### src/rtl/bp_fpga_host_pkg.sv
// Shared FPGA-host types: NBF command layout, AXI-Lite register offsets and
// response codes, and the state type used by both AXI-Lite channel FSMs.
package bp_fpga_host_pkg;

    localparam int NBF_OPCODE_W = 8;
    localparam int NBF_ADDR_W   = 64;
    localparam int NBF_DATA_W   = 64;

    typedef struct packed {
        logic [NBF_OPCODE_W-1:0] opcode;
        logic [NBF_ADDR_W-1:0]   addr;
        logic [NBF_DATA_W-1:0]   data;
    } bp_nbf_s;

    // Register offsets within the AXI-Lite window (decoded on bits [4:0]).
    localparam logic [4:0] REG_DATA    = 5'h00;
    localparam logic [4:0] REG_CREDITS = 5'h04;
    localparam logic [4:0] REG_STATUS  = 5'h08;
    localparam logic [4:0] REG_CLEAR   = 5'h0C;

    localparam logic [1:0] RESP_OKAY   = 2'b00;
    localparam logic [1:0] RESP_SLVERR = 2'b10;

    // Each channel has one transaction in flight at most: idle, or holding a response.
    typedef enum logic {
        CH_IDLE = 1'b0,
        CH_RESP = 1'b1
    } chan_state_e;

endpackage

### src/rtl/bp_axil_nbf_assembler_if.sv
// AXI-Lite bus bundle between the NBF loader (master) and the assembler (slave).
interface bp_axil_nbf_assembler_if #(
    parameter int ADDR_WIDTH = 64
);
    logic [ADDR_WIDTH-1:0] awaddr;
    logic [2:0]            awprot;
    logic                  awvalid;
    logic                  awready;
    logic [31:0]           wdata;
    logic [3:0]            wstrb;
    logic                  wvalid;
    logic                  wready;
    logic [1:0]            bresp;
    logic                  bvalid;
    logic                  bready;
    logic [ADDR_WIDTH-1:0] araddr;
    logic [2:0]            arprot;
    logic                  arvalid;
    logic                  arready;
    logic [31:0]           rdata;
    logic [1:0]            rresp;
    logic                  rvalid;
    logic                  rready;

    modport master (
        output awaddr, awprot, awvalid, wdata, wstrb, wvalid, bready,
        output araddr, arprot, arvalid, rready,
        input  awready, wready, bresp, bvalid, arready, rdata, rresp, rvalid
    );

    modport slave (
        input  awaddr, awprot, awvalid, wdata, wstrb, wvalid, bready,
        input  araddr, arprot, arvalid, rready,
        output awready, wready, bresp, bvalid, arready, rdata, rresp, rvalid
    );
endinterface

### src/rtl/bsg_fifo_1r1w_small.sv
// Small power-of-two FIFO holding assembled NBF commands; exposes occupancy
// so the assembler can report credits. Push is ignored when full, pop when empty.
module bsg_fifo_1r1w_small #(
    parameter int width_p = 8,
    parameter int els_p   = 8
) (
    input  logic                   clk,
    input  logic                   rst_n,
    input  logic                   push,
    input  logic [width_p-1:0]     push_data,
    output logic                   full,
    input  logic                   pop,
    output logic [width_p-1:0]     pop_data,
    output logic                   empty,
    output logic [$clog2(els_p):0] count
);
    localparam int               PTR_W    = $clog2(els_p);
    localparam logic [PTR_W-1:0] PTR_ONE  = PTR_W'(1);
    localparam logic [PTR_W:0]   CNT_ONE  = (PTR_W + 1)'(1);
    localparam logic [PTR_W:0]   CNT_FULL = (PTR_W + 1)'(els_p);

    logic [width_p-1:0] mem [els_p];
    logic [PTR_W-1:0]   wptr_r;
    logic [PTR_W-1:0]   rptr_r;
    logic [PTR_W:0]     count_r;
    logic               do_push;
    logic               do_pop;

    assign full     = (count_r == CNT_FULL);
    assign empty    = (count_r == '0);
    assign count    = count_r;
    assign do_push  = push && !full;
    assign do_pop   = pop && !empty;
    assign pop_data = mem[rptr_r];

    // Storage write port.
    // NOTE: the storage array has no reset; an entry is only observable after it
    // has been written, and the top gates pop_data with empty.
    always_ff @(posedge clk) begin
        if (do_push) begin
            mem[wptr_r] <= push_data;
        end
    end

    // Pointer and occupancy bookkeeping; pointers wrap naturally at els_p.
    // NOTE: clocked blocks use only non-blocking (<=) so every register samples
    // the pre-edge values regardless of statement order.
    always_ff @(posedge clk or negedge rst_n) begin
        if (!rst_n) begin
            wptr_r  <= '0;
            rptr_r  <= '0;
            count_r <= '0;
        end else begin
            if (do_push) wptr_r <= wptr_r + PTR_ONE;
            if (do_pop)  rptr_r <= rptr_r + PTR_ONE;
            case ({do_push, do_pop})
                2'b10:   count_r <= count_r + CNT_ONE;
                2'b01:   count_r <= count_r - CNT_ONE;
                default: count_r <= count_r;
            endcase
        end
    end
endmodule

### src/rtl/bp_axil_nbf_assembler.sv
// AXI-Lite slave ingress of the FPGA host: collects five 32-bit DATA writes
// into one NBF command, queues commands in a FIFO, and exposes CREDITS/STATUS
// so the loader can pace itself.
module bp_axil_nbf_assembler
    import bp_fpga_host_pkg::*;
#(
    parameter int                           S_AXIL_ADDR_WIDTH  = 64,
    parameter int                           S_AXIL_DATA_WIDTH  = 32,
    parameter int                           nbf_opcode_width_p = 8,
    parameter int                           nbf_addr_width_p   = 64,
    parameter int                           nbf_data_width_p   = 64,
    parameter logic [S_AXIL_ADDR_WIDTH-1:0] BASE_ADDR          = '0,
    parameter int                           FIFO_ELS           = 8
) (
    input  logic                          s_axil_aclk,
    input  logic                          s_axil_aresetn,
    bp_axil_nbf_assembler_if.slave        s_axil,
    output logic                          nbf_v_o,
    input  logic                          nbf_ready_and_i,
    output logic [nbf_opcode_width_p-1:0] nbf_opcode_o,
    output logic [nbf_addr_width_p-1:0]   nbf_addr_o,
    output logic [nbf_data_width_p-1:0]   nbf_data_o
);
    if (S_AXIL_DATA_WIDTH != 32) begin : g_bad_data_width
        $error("bp_axil_nbf_assembler: S_AXIL_DATA_WIDTH must be 32");
    end
    if (nbf_opcode_width_p != NBF_OPCODE_W || nbf_addr_width_p != NBF_ADDR_W
        || nbf_data_width_p != NBF_DATA_W) begin : g_bad_nbf_width
        $error("bp_axil_nbf_assembler: NBF widths must match bp_nbf_s");
    end
    if (FIFO_ELS < 2 || (FIFO_ELS & (FIFO_ELS - 1)) != 0) begin : g_bad_fifo_els
        $error("bp_axil_nbf_assembler: FIFO_ELS must be a power of 2, >= 2");
    end

    localparam int CNT_W = $clog2(FIFO_ELS) + 1;

    chan_state_e wr_state_r, wr_state_n;
    chan_state_e rd_state_r, rd_state_n;
    logic [2:0]  idx_r;
    logic        err_sticky_r;
    logic [31:0] hold_r [4];
    logic [1:0]  bresp_r;
    logic [1:0]  rresp_r;
    logic [31:0] rdata_r;

    logic [4:0]  wr_off, rd_off;
    logic        wr_is_data, wr_strb_ok, wr_is_push, wr_err, wr_accept;
    logic        rd_accept, rd_err;
    logic [31:0] rd_value;

    logic             fifo_full, fifo_empty;
    logic [CNT_W-1:0] fifo_count;
    bp_nbf_s          push_cmd, fifo_cmd, nbf_out;

    // Protection bits carry no meaning for this register window.
    logic unused_prot;
    assign unused_prot = ^{s_axil.awprot, s_axil.arprot};

    // Write-side decode. A DATA w4 stalls while the FIFO is full; fullness is
    // the registered value, so a same-cycle pop never frees the slot early.
    always_comb begin
        // NOTE: every always_comb output gets a default first so no path infers a latch.
        wr_off     = 5'(s_axil.awaddr - BASE_ADDR);
        wr_is_data = (wr_off == REG_DATA);
        wr_strb_ok = (s_axil.wstrb == 4'hF);
        wr_is_push = wr_is_data && wr_strb_ok && (idx_r == 3'd4);
        wr_err     = !(wr_is_data && wr_strb_ok) && (wr_off != REG_CLEAR);
        wr_accept  = s_axil_aresetn && (wr_state_r == CH_IDLE)
                     && s_axil.awvalid && s_axil.wvalid
                     && !(wr_is_push && fifo_full);
    end

    assign s_axil.awready = wr_accept;
    assign s_axil.wready  = wr_accept;
    assign s_axil.bvalid  = (wr_state_r == CH_RESP);
    assign s_axil.bresp   = bresp_r;

    // Write channel next state: respond after acceptance, release on bready.
    always_comb begin
        wr_state_n = wr_state_r;
        case (wr_state_r)
            CH_IDLE: if (wr_accept)     wr_state_n = CH_RESP;
            CH_RESP: if (s_axil.bready) wr_state_n = CH_IDLE;
            default:                    wr_state_n = CH_IDLE;
        endcase
    end

    // Read-side decode; the value is captured at AR acceptance.
    always_comb begin
        rd_off   = 5'(s_axil.araddr - BASE_ADDR);
        rd_value = '0;
        rd_err   = 1'b0;
        case (rd_off)
            REG_CREDITS: rd_value = 32'(FIFO_ELS) - 32'(fifo_count);
            REG_STATUS:  rd_value = {27'b0, err_sticky_r, idx_r};
            default:     rd_err   = 1'b1;
        endcase
    end

    assign s_axil.arready = s_axil_aresetn && (rd_state_r == CH_IDLE);
    assign rd_accept      = s_axil.arready && s_axil.arvalid;
    assign s_axil.rvalid  = (rd_state_r == CH_RESP);
    assign s_axil.rresp   = rresp_r;
    assign s_axil.rdata   = rdata_r;

    // Read channel next state: respond after acceptance, release on rready.
    always_comb begin
        rd_state_n = rd_state_r;
        case (rd_state_r)
            CH_IDLE: if (rd_accept)     rd_state_n = CH_RESP;
            CH_RESP: if (s_axil.rready) rd_state_n = CH_IDLE;
            default:                    rd_state_n = CH_IDLE;
        endcase
    end

    // State registers for both channel FSMs.
    always_ff @(posedge s_axil_aclk or negedge s_axil_aresetn) begin
        if (!s_axil_aresetn) begin
            wr_state_r <= CH_IDLE;
            rd_state_r <= CH_IDLE;
        end else begin
            wr_state_r <= wr_state_n;
            rd_state_r <= rd_state_n;
        end
    end

    // Write datapath: word index, holding registers, sticky error, B response.
    always_ff @(posedge s_axil_aclk or negedge s_axil_aresetn) begin
        if (!s_axil_aresetn) begin
            idx_r        <= '0;
            err_sticky_r <= 1'b0;
            bresp_r      <= RESP_OKAY;
            for (int i = 0; i < 4; i++) hold_r[i] <= '0;
        end else if (wr_accept) begin
            bresp_r <= wr_err ? RESP_SLVERR : RESP_OKAY;
            if (wr_is_data && !wr_strb_ok) begin
                err_sticky_r <= 1'b1;
            end else if (wr_is_push) begin
                idx_r <= '0;
            end else if (wr_is_data) begin
                hold_r[idx_r[1:0]] <= s_axil.wdata;
                idx_r              <= idx_r + 3'd1;
            end else if (wr_off == REG_CLEAR) begin
                idx_r        <= '0;
                err_sticky_r <= 1'b0;
            end
        end
    end

    // Read datapath: capture data and response at AR acceptance.
    always_ff @(posedge s_axil_aclk or negedge s_axil_aresetn) begin
        if (!s_axil_aresetn) begin
            rdata_r <= '0;
            rresp_r <= RESP_OKAY;
        end else if (rd_accept) begin
            rdata_r <= rd_value;
            rresp_r <= rd_err ? RESP_SLVERR : RESP_OKAY;
        end
    end

    // w4 carries the opcode in its low byte; the other four words come from holding regs.
    assign push_cmd = {s_axil.wdata[7:0], hold_r[3], hold_r[2], hold_r[1], hold_r[0]};

    bsg_fifo_1r1w_small #(
        .width_p ($bits(bp_nbf_s)),
        .els_p   (FIFO_ELS)
    ) cmd_fifo (
        .clk       (s_axil_aclk),
        .rst_n     (s_axil_aresetn),
        .push      (wr_accept && wr_is_push),
        .push_data (push_cmd),
        .full      (fifo_full),
        .pop       (nbf_v_o && nbf_ready_and_i),
        .pop_data  (fifo_cmd),
        .empty     (fifo_empty),
        .count     (fifo_count)
    );

    // Outputs read as zero whenever no command is presented.
    assign nbf_v_o      = !fifo_empty;
    assign nbf_out      = fifo_empty ? '0 : fifo_cmd;
    assign nbf_opcode_o = nbf_out.opcode;
    assign nbf_addr_o   = nbf_out.addr;
    assign nbf_data_o   = nbf_out.data;
endmodule
### src/flat_wrapper.sv
// flat-port wrapper written by rule: the top's interface ports become plain ports
module bp_axil_nbf_assembler_flat import bp_fpga_host_pkg::*;
#(
    parameter int                           S_AXIL_ADDR_WIDTH  = 64,
    parameter int                           S_AXIL_DATA_WIDTH  = 32,
    parameter int                           nbf_opcode_width_p = 8,
    parameter int                           nbf_addr_width_p   = 64,
    parameter int                           nbf_data_width_p   = 64,
    parameter logic [S_AXIL_ADDR_WIDTH-1:0] BASE_ADDR          = '0,
    parameter int                           FIFO_ELS           = 8
)
  (s_axil_aclk, s_axil_aresetn, nbf_v_o, nbf_ready_and_i, nbf_opcode_o, nbf_addr_o, nbf_data_o, s_axil_awaddr, s_axil_awprot, s_axil_awvalid, s_axil_wdata, s_axil_wstrb, s_axil_wvalid, s_axil_bready, s_axil_araddr, s_axil_arprot, s_axil_arvalid, s_axil_rready, s_axil_awready, s_axil_wready, s_axil_bresp, s_axil_bvalid, s_axil_arready, s_axil_rdata, s_axil_rresp, s_axil_rvalid);
  bp_axil_nbf_assembler_if s_axil_i ();
  input  logic s_axil_aclk;
  input  logic s_axil_aresetn;
  output logic nbf_v_o;
  input  logic nbf_ready_and_i;
  output logic [nbf_opcode_width_p-1:0] nbf_opcode_o;
  output logic [nbf_addr_width_p-1:0] nbf_addr_o;
  output logic [nbf_data_width_p-1:0] nbf_data_o;
  input wire logic [$bits(s_axil_i.awaddr)-1:0] s_axil_awaddr;
  input wire logic [$bits(s_axil_i.awprot)-1:0] s_axil_awprot;
  input wire logic [$bits(s_axil_i.awvalid)-1:0] s_axil_awvalid;
  input wire logic [$bits(s_axil_i.wdata)-1:0] s_axil_wdata;
  input wire logic [$bits(s_axil_i.wstrb)-1:0] s_axil_wstrb;
  input wire logic [$bits(s_axil_i.wvalid)-1:0] s_axil_wvalid;
  input wire logic [$bits(s_axil_i.bready)-1:0] s_axil_bready;
  input wire logic [$bits(s_axil_i.araddr)-1:0] s_axil_araddr;
  input wire logic [$bits(s_axil_i.arprot)-1:0] s_axil_arprot;
  input wire logic [$bits(s_axil_i.arvalid)-1:0] s_axil_arvalid;
  input wire logic [$bits(s_axil_i.rready)-1:0] s_axil_rready;
  output wire logic [$bits(s_axil_i.awready)-1:0] s_axil_awready;
  output wire logic [$bits(s_axil_i.wready)-1:0] s_axil_wready;
  output wire logic [$bits(s_axil_i.bresp)-1:0] s_axil_bresp;
  output wire logic [$bits(s_axil_i.bvalid)-1:0] s_axil_bvalid;
  output wire logic [$bits(s_axil_i.arready)-1:0] s_axil_arready;
  output wire logic [$bits(s_axil_i.rdata)-1:0] s_axil_rdata;
  output wire logic [$bits(s_axil_i.rresp)-1:0] s_axil_rresp;
  output wire logic [$bits(s_axil_i.rvalid)-1:0] s_axil_rvalid;
  assign s_axil_i.awaddr = s_axil_awaddr;
  assign s_axil_i.awprot = s_axil_awprot;
  assign s_axil_i.awvalid = s_axil_awvalid;
  assign s_axil_i.wdata = s_axil_wdata;
  assign s_axil_i.wstrb = s_axil_wstrb;
  assign s_axil_i.wvalid = s_axil_wvalid;
  assign s_axil_i.bready = s_axil_bready;
  assign s_axil_i.araddr = s_axil_araddr;
  assign s_axil_i.arprot = s_axil_arprot;
  assign s_axil_i.arvalid = s_axil_arvalid;
  assign s_axil_i.rready = s_axil_rready;
  assign s_axil_awready = s_axil_i.awready;
  assign s_axil_wready = s_axil_i.wready;
  assign s_axil_bresp = s_axil_i.bresp;
  assign s_axil_bvalid = s_axil_i.bvalid;
  assign s_axil_arready = s_axil_i.arready;
  assign s_axil_rdata = s_axil_i.rdata;
  assign s_axil_rresp = s_axil_i.rresp;
  assign s_axil_rvalid = s_axil_i.rvalid;
  bp_axil_nbf_assembler #(.S_AXIL_ADDR_WIDTH(S_AXIL_ADDR_WIDTH), .S_AXIL_DATA_WIDTH(S_AXIL_DATA_WIDTH), .nbf_opcode_width_p(nbf_opcode_width_p), .nbf_addr_width_p(nbf_addr_width_p), .nbf_data_width_p(nbf_data_width_p), .BASE_ADDR(BASE_ADDR), .FIFO_ELS(FIFO_ELS)) u_core (.s_axil_aclk(s_axil_aclk), .s_axil_aresetn(s_axil_aresetn), .s_axil(s_axil_i), .nbf_v_o(nbf_v_o), .nbf_ready_and_i(nbf_ready_and_i), .nbf_opcode_o(nbf_opcode_o), .nbf_addr_o(nbf_addr_o), .nbf_data_o(nbf_data_o));
endmodule
### config.mk
export PLATFORM = sky130hd
export DESIGN_NAME = bp_axil_nbf_assembler_flat
export DESIGN_NICKNAME = d
export VERILOG_FILES = /design/src/rtl/bp_fpga_host_pkg.sv /design/src/rtl/bp_axil_nbf_assembler_if.sv /design/src/rtl/bsg_fifo_1r1w_small.sv /design/src/rtl/bp_axil_nbf_assembler.sv /design/src/flat_wrapper.sv
export SDC_FILE = /design/constraint.sdc
export NUM_CORES = 1
export LEC_CHECK = 0
export ABC_AREA = 1
export CAP_MARGIN = 15
export CORE_MARGIN = 2
export CORE_UTILIZATION = 45
export DETAILED_ROUTE_END_ITERATION = 8
export GPL_TIMING_DRIVEN = 0
export PLACE_DENSITY = 0.65
export SYNTH_ARGS = -nofsm -noshare
export SYNTH_HDL_FRONTEND = slang
export SYNTH_SLANG_ARGS = --single-unit
### constraint.sdc
create_clock -name s_axil_aclk -period 10.8 [get_ports s_axil_aclk]
set_input_delay 1.08 -clock s_axil_aclk [delete_from_list [all_inputs] [get_ports s_axil_aclk]]
set_output_delay 1.08 -clock s_axil_aclk [all_outputs]
set_load 0.1 [all_outputs]
==> impl_metrics.env <==
export IMPL_required_ps=9720
export IMPL_tritoncts="built"
export IMPL_status="finished, final reports clean"
export IMPL_grt_max_degree=114
export IMPL_hold_buffers=0
export IMPL_synth_area_leaders="edfxtp_1 67%, nor2_1 8.5%, dfrtp_1 7.7%, o21ai_1 6.9%, o21ai_0 4.3%"
export IMPL_path_cells="buf_2, buf_2, clkbuf_1, o21ai_0, o21ai_0, o21ai_0, nor2_1, clkdlybuf4s50_1"
export IMPL_synth_edf_count=1088
export IMPL_post_route_util_pct=53.56
export IMPL_synthCells=4017
export IMPL_reg2reg_from="u_core.idx_r[0]$_DFFE_PN0P_"
export IMPL_place_hpwl_mm=88.37
export IMPL_path_max_fanout=10
export IMPL_first_global_vias=30766
export IMPL_setup_tns_ps=0
export IMPL_cp_top_family="buffers and inverters"
export IMPL_area_growth_pct=18.57
export IMPL_ir_worst_vdd_v=0.0004795
export IMPL_instances_no_fill=5940
export IMPL_syn_area_per_cell_um2=12.19
export IMPL_antenna_found_initial=12
export IMPL_postCtsSetupBuffers=0
export IMPL_fin_crit_sh_pct=51.02
export IMPL_cap_violations=0
export IMPL_r2r_slack_ps=7360
export IMPL_maxSlewHeadroom_pct=27.00
export IMPL_dieHeight_um=333.9
export IMPL_clock_latency_ps=730
export IMPL_clock_sinks=1239
export IMPL_dieArea_um2=111500
export IMPL_finClkSkew_ps=26.19
export IMPL_core_um2=108400
export IMPL_first_pass_iters=8
export IMPL_cts_max_level=4
export IMPL_fin_nets=4608
export IMPL_cp_common_cell="o21ai_0"
export IMPL_dp_cells=5702
export IMPL_cts_root_buffer="clkbuf_16"
export IMPL_arrival_ps=4430
export IMPL_grt_pass1_wl_mm=198.4
export IMPL_worst_setup_path_type="flip-flop to output port"
export IMPL_max_stage_delay_ps=1260
export IMPL_placed_area_um2=53960
export IMPL_yosysSeqAreaShare_pct=74.44
export IMPL_ys_seq_elements=1239
export IMPL_post_drt_wl_per_cell_um=22.84
export IMPL_drt_wl_total_mm=135.7
export IMPL_synth_top_area_share_pct=66.72
export IMPL_cts_resized=0
export IMPL_ant_nets=0
export IMPL_async_reset_ff_share_pct=12.19
export IMPL_clk_pin_slew_ps=60
export IMPL_finalInstanceArea_um2=58060
export IMPL_num_vias=32724
export IMPL_reg2reg_depth=9
export IMPL_p_leak_nw=21.37
export IMPL_critPathLaunchType="flip-flop"
export IMPL_final_hold_violation_count=0
export IMPL_row_count=121
export IMPL_setup_viol=0
export IMPL_syn_area_um2=48970
export IMPL_overflow=0
export IMPL_power_density_nw_per_um2=320.6
export IMPL_die_w_um=333.9
export IMPL_cts_buffers=130
export IMPL_track_usage_pct=24.05
export IMPL_crit_path_end_kind="output port"
export IMPL_ys_warn_count=0
export IMPL_yosysTopAreaCell="edfxtp_1"
export IMPL_worstMarginPinSlew_ps=1092
export IMPL_port_buffers=229
export IMPL_synth_most_common_cell="nor2_1"
export IMPL_worstReg2RegEnd="u_core.cmd_fifo.mem[0][59]$_DFFE_PP_"
export IMPL_drc_errors=0
export IMPL_hold_path_class="input pin to asynchronous set/reset pin"
export IMPL_synthFlopType="edfxtp_1"
export IMPL_crit_buf_inv=4
export IMPL_vias_per_cell=5.509
export IMPL_drt_iter0_drc=4146
export IMPL_fin_crit_ps=5510
export IMPL_place_gp_congestion=0.8095
export IMPL_clock_fmax_mhz=181.5
export IMPL_slowest_stage="clkdlybuf4s50_1"
export IMPL_synthDistinctLibCells=34
export IMPL_start_util_pct=45.17
export IMPL_synthTopCellsByCount="1107 x nor2_1, 1088 x edfxtp_1, 672 x o21ai_1"
export IMPL_drv_slew=0
export IMPL_num_io_pins=356
export IMPL_drive_above_1_share_pct=8.663
export IMPL_clk_path_buf_depth=3
export IMPL_rsz0062_at_grt="no"
state kept, by name, summed over array words and instances (netlist names):
signal	flops
u_core.cmd_fifo.rptr_r	3
u_core.cmd_fifo.mem	1088
u_core.s_axil.rresp	1
u_core.s_axil.rdata	5
u_core.s_axil.rvalid	1
u_core.s_axil.bvalid	1
u_core.s_axil.bresp	1
u_core.hold_r	128
u_core.err_sticky_r	1
u_core.cmd_fifo.wptr_r	3
u_core.idx_r	3
u_core.cmd_fifo.count	4
worst max path at each step:
stage | slack, ps | cells past startpoint | end | start
after floorplan | 2660 | 7 | u_core.cmd_fifo.mem[0][0]$_DFFE_PP_ | s_axil_awaddr[3]
after global placement | -9990 | 5 | u_core.cmd_fifo.mem[3][74]$_DFFE_PP_ | s_axil_aresetn
after detailed placement | 6090 | 8 | nbf_data_o[2] | u_core.cmd_fifo.rptr_r[1]$_DFFE_PN0P_
after CTS | 5300 | 8 | nbf_data_o[2] | u_core.cmd_fifo.rptr_r[1]$_DFFE_PN0P_
after global routing | 5200 | 8 | nbf_data_o[2] | u_core.cmd_fifo.rptr_r[1]$_DFFE_PN0P_
final | 5290 | 8 | nbf_data_o[2] | u_core.cmd_fifo.rptr_r[1]$_DFFE_PN0P_
report_power, final:
| part | switching, W | internal (W) |
|---|---|---|
| Sequential | 0.0000212 | 0.00516 |
| Clock | 0.00182 | 0.00247 |
| Combinational | 0.00706 | 0.00208 |
| Total | 0.00890 | 0.00972 |
metrics by stage:
| step | total power, W | hold WS (ps) | setup WS (ps) |
|---|---|---|---|
| after floorplan | 0.01181 | 453.0 | 2656 |
| after global routing | 0.01939 | 263.4 | 5201 |
| after CTS | 0.01870 | 232.2 | 5303 |
| final | 0.01862 | 244.7 | 5290 |
| after detailed placement | 0.01443 | 471.2 | 6085 |
| after global placement | 0.01438 | 468.4 | -9991 |
worst register-to-register path, delay by kind of cell (launching register included):
family,cells,cell delay (ps)
adder cells (fa/ha/maj),1,250
flip-flops,1,410
AND/OR/NAND/NOR,4,1550
buffers and inverters,4,920
layout by cell type, fill, tap and decap left out, types with 6 or more instances in the layout:
cell	n
o21ai_0	421
nor2_4	9
clkinv_2	10
buf_4	49
o21ai_1	672
clkbuf_16	136
edfxtp_1	1088
ha_1	10
nand4_1	7
buf_1	26
nand3_1	10
nor2_1	1099
clkbuf_1	145
nand2_1	176
buf_2	79
buf_16	6
clkdlybuf4s50_1	228
buf_12	34
buf_6	18
clkbuf_8	12
xor2_1	6
clkinv_1	22
inv_1	59
dfrtp_1	151
area by class of cell:
type,instances,area [um2]
Clock buffer,189,3722
Antenna cell,1,2.502
Clock inverter,48,379.1
Timing Repair Buffer,270,3158
Tap cell,1414,1769
Buffer,281,1489
Multi-Input combinational cell,2433,10850
Fill cell,8983,50340
Inverter,65,245.2
Sequential cell,1239,36450
kinds of logic after synthesis:
kind of cell	count (synthesis)	synth area share, %
buffers and inverters	346	3.541
other	1	0.007658
AND/OR/NAND/NOR	1311	10.30
multiplexers	1	0.02300
flip-flops	1239	74.44
XOR/XNOR	9	0.1610
adder cells (fa/ha/maj)	10	0.2555
AO/OA/AOI/OAI	1100	11.27
routing by layer:
metal	vias up	wire length, um	global-route usage [%]
met2	1577	63160	38.05
met1	15945	56640	33.99
met4	2	4619	8.836
li1	14959	-	-
met5	-	13	0
met3	241	11220	3.543
Note: power is estimated with default switching activity, not from simulation.
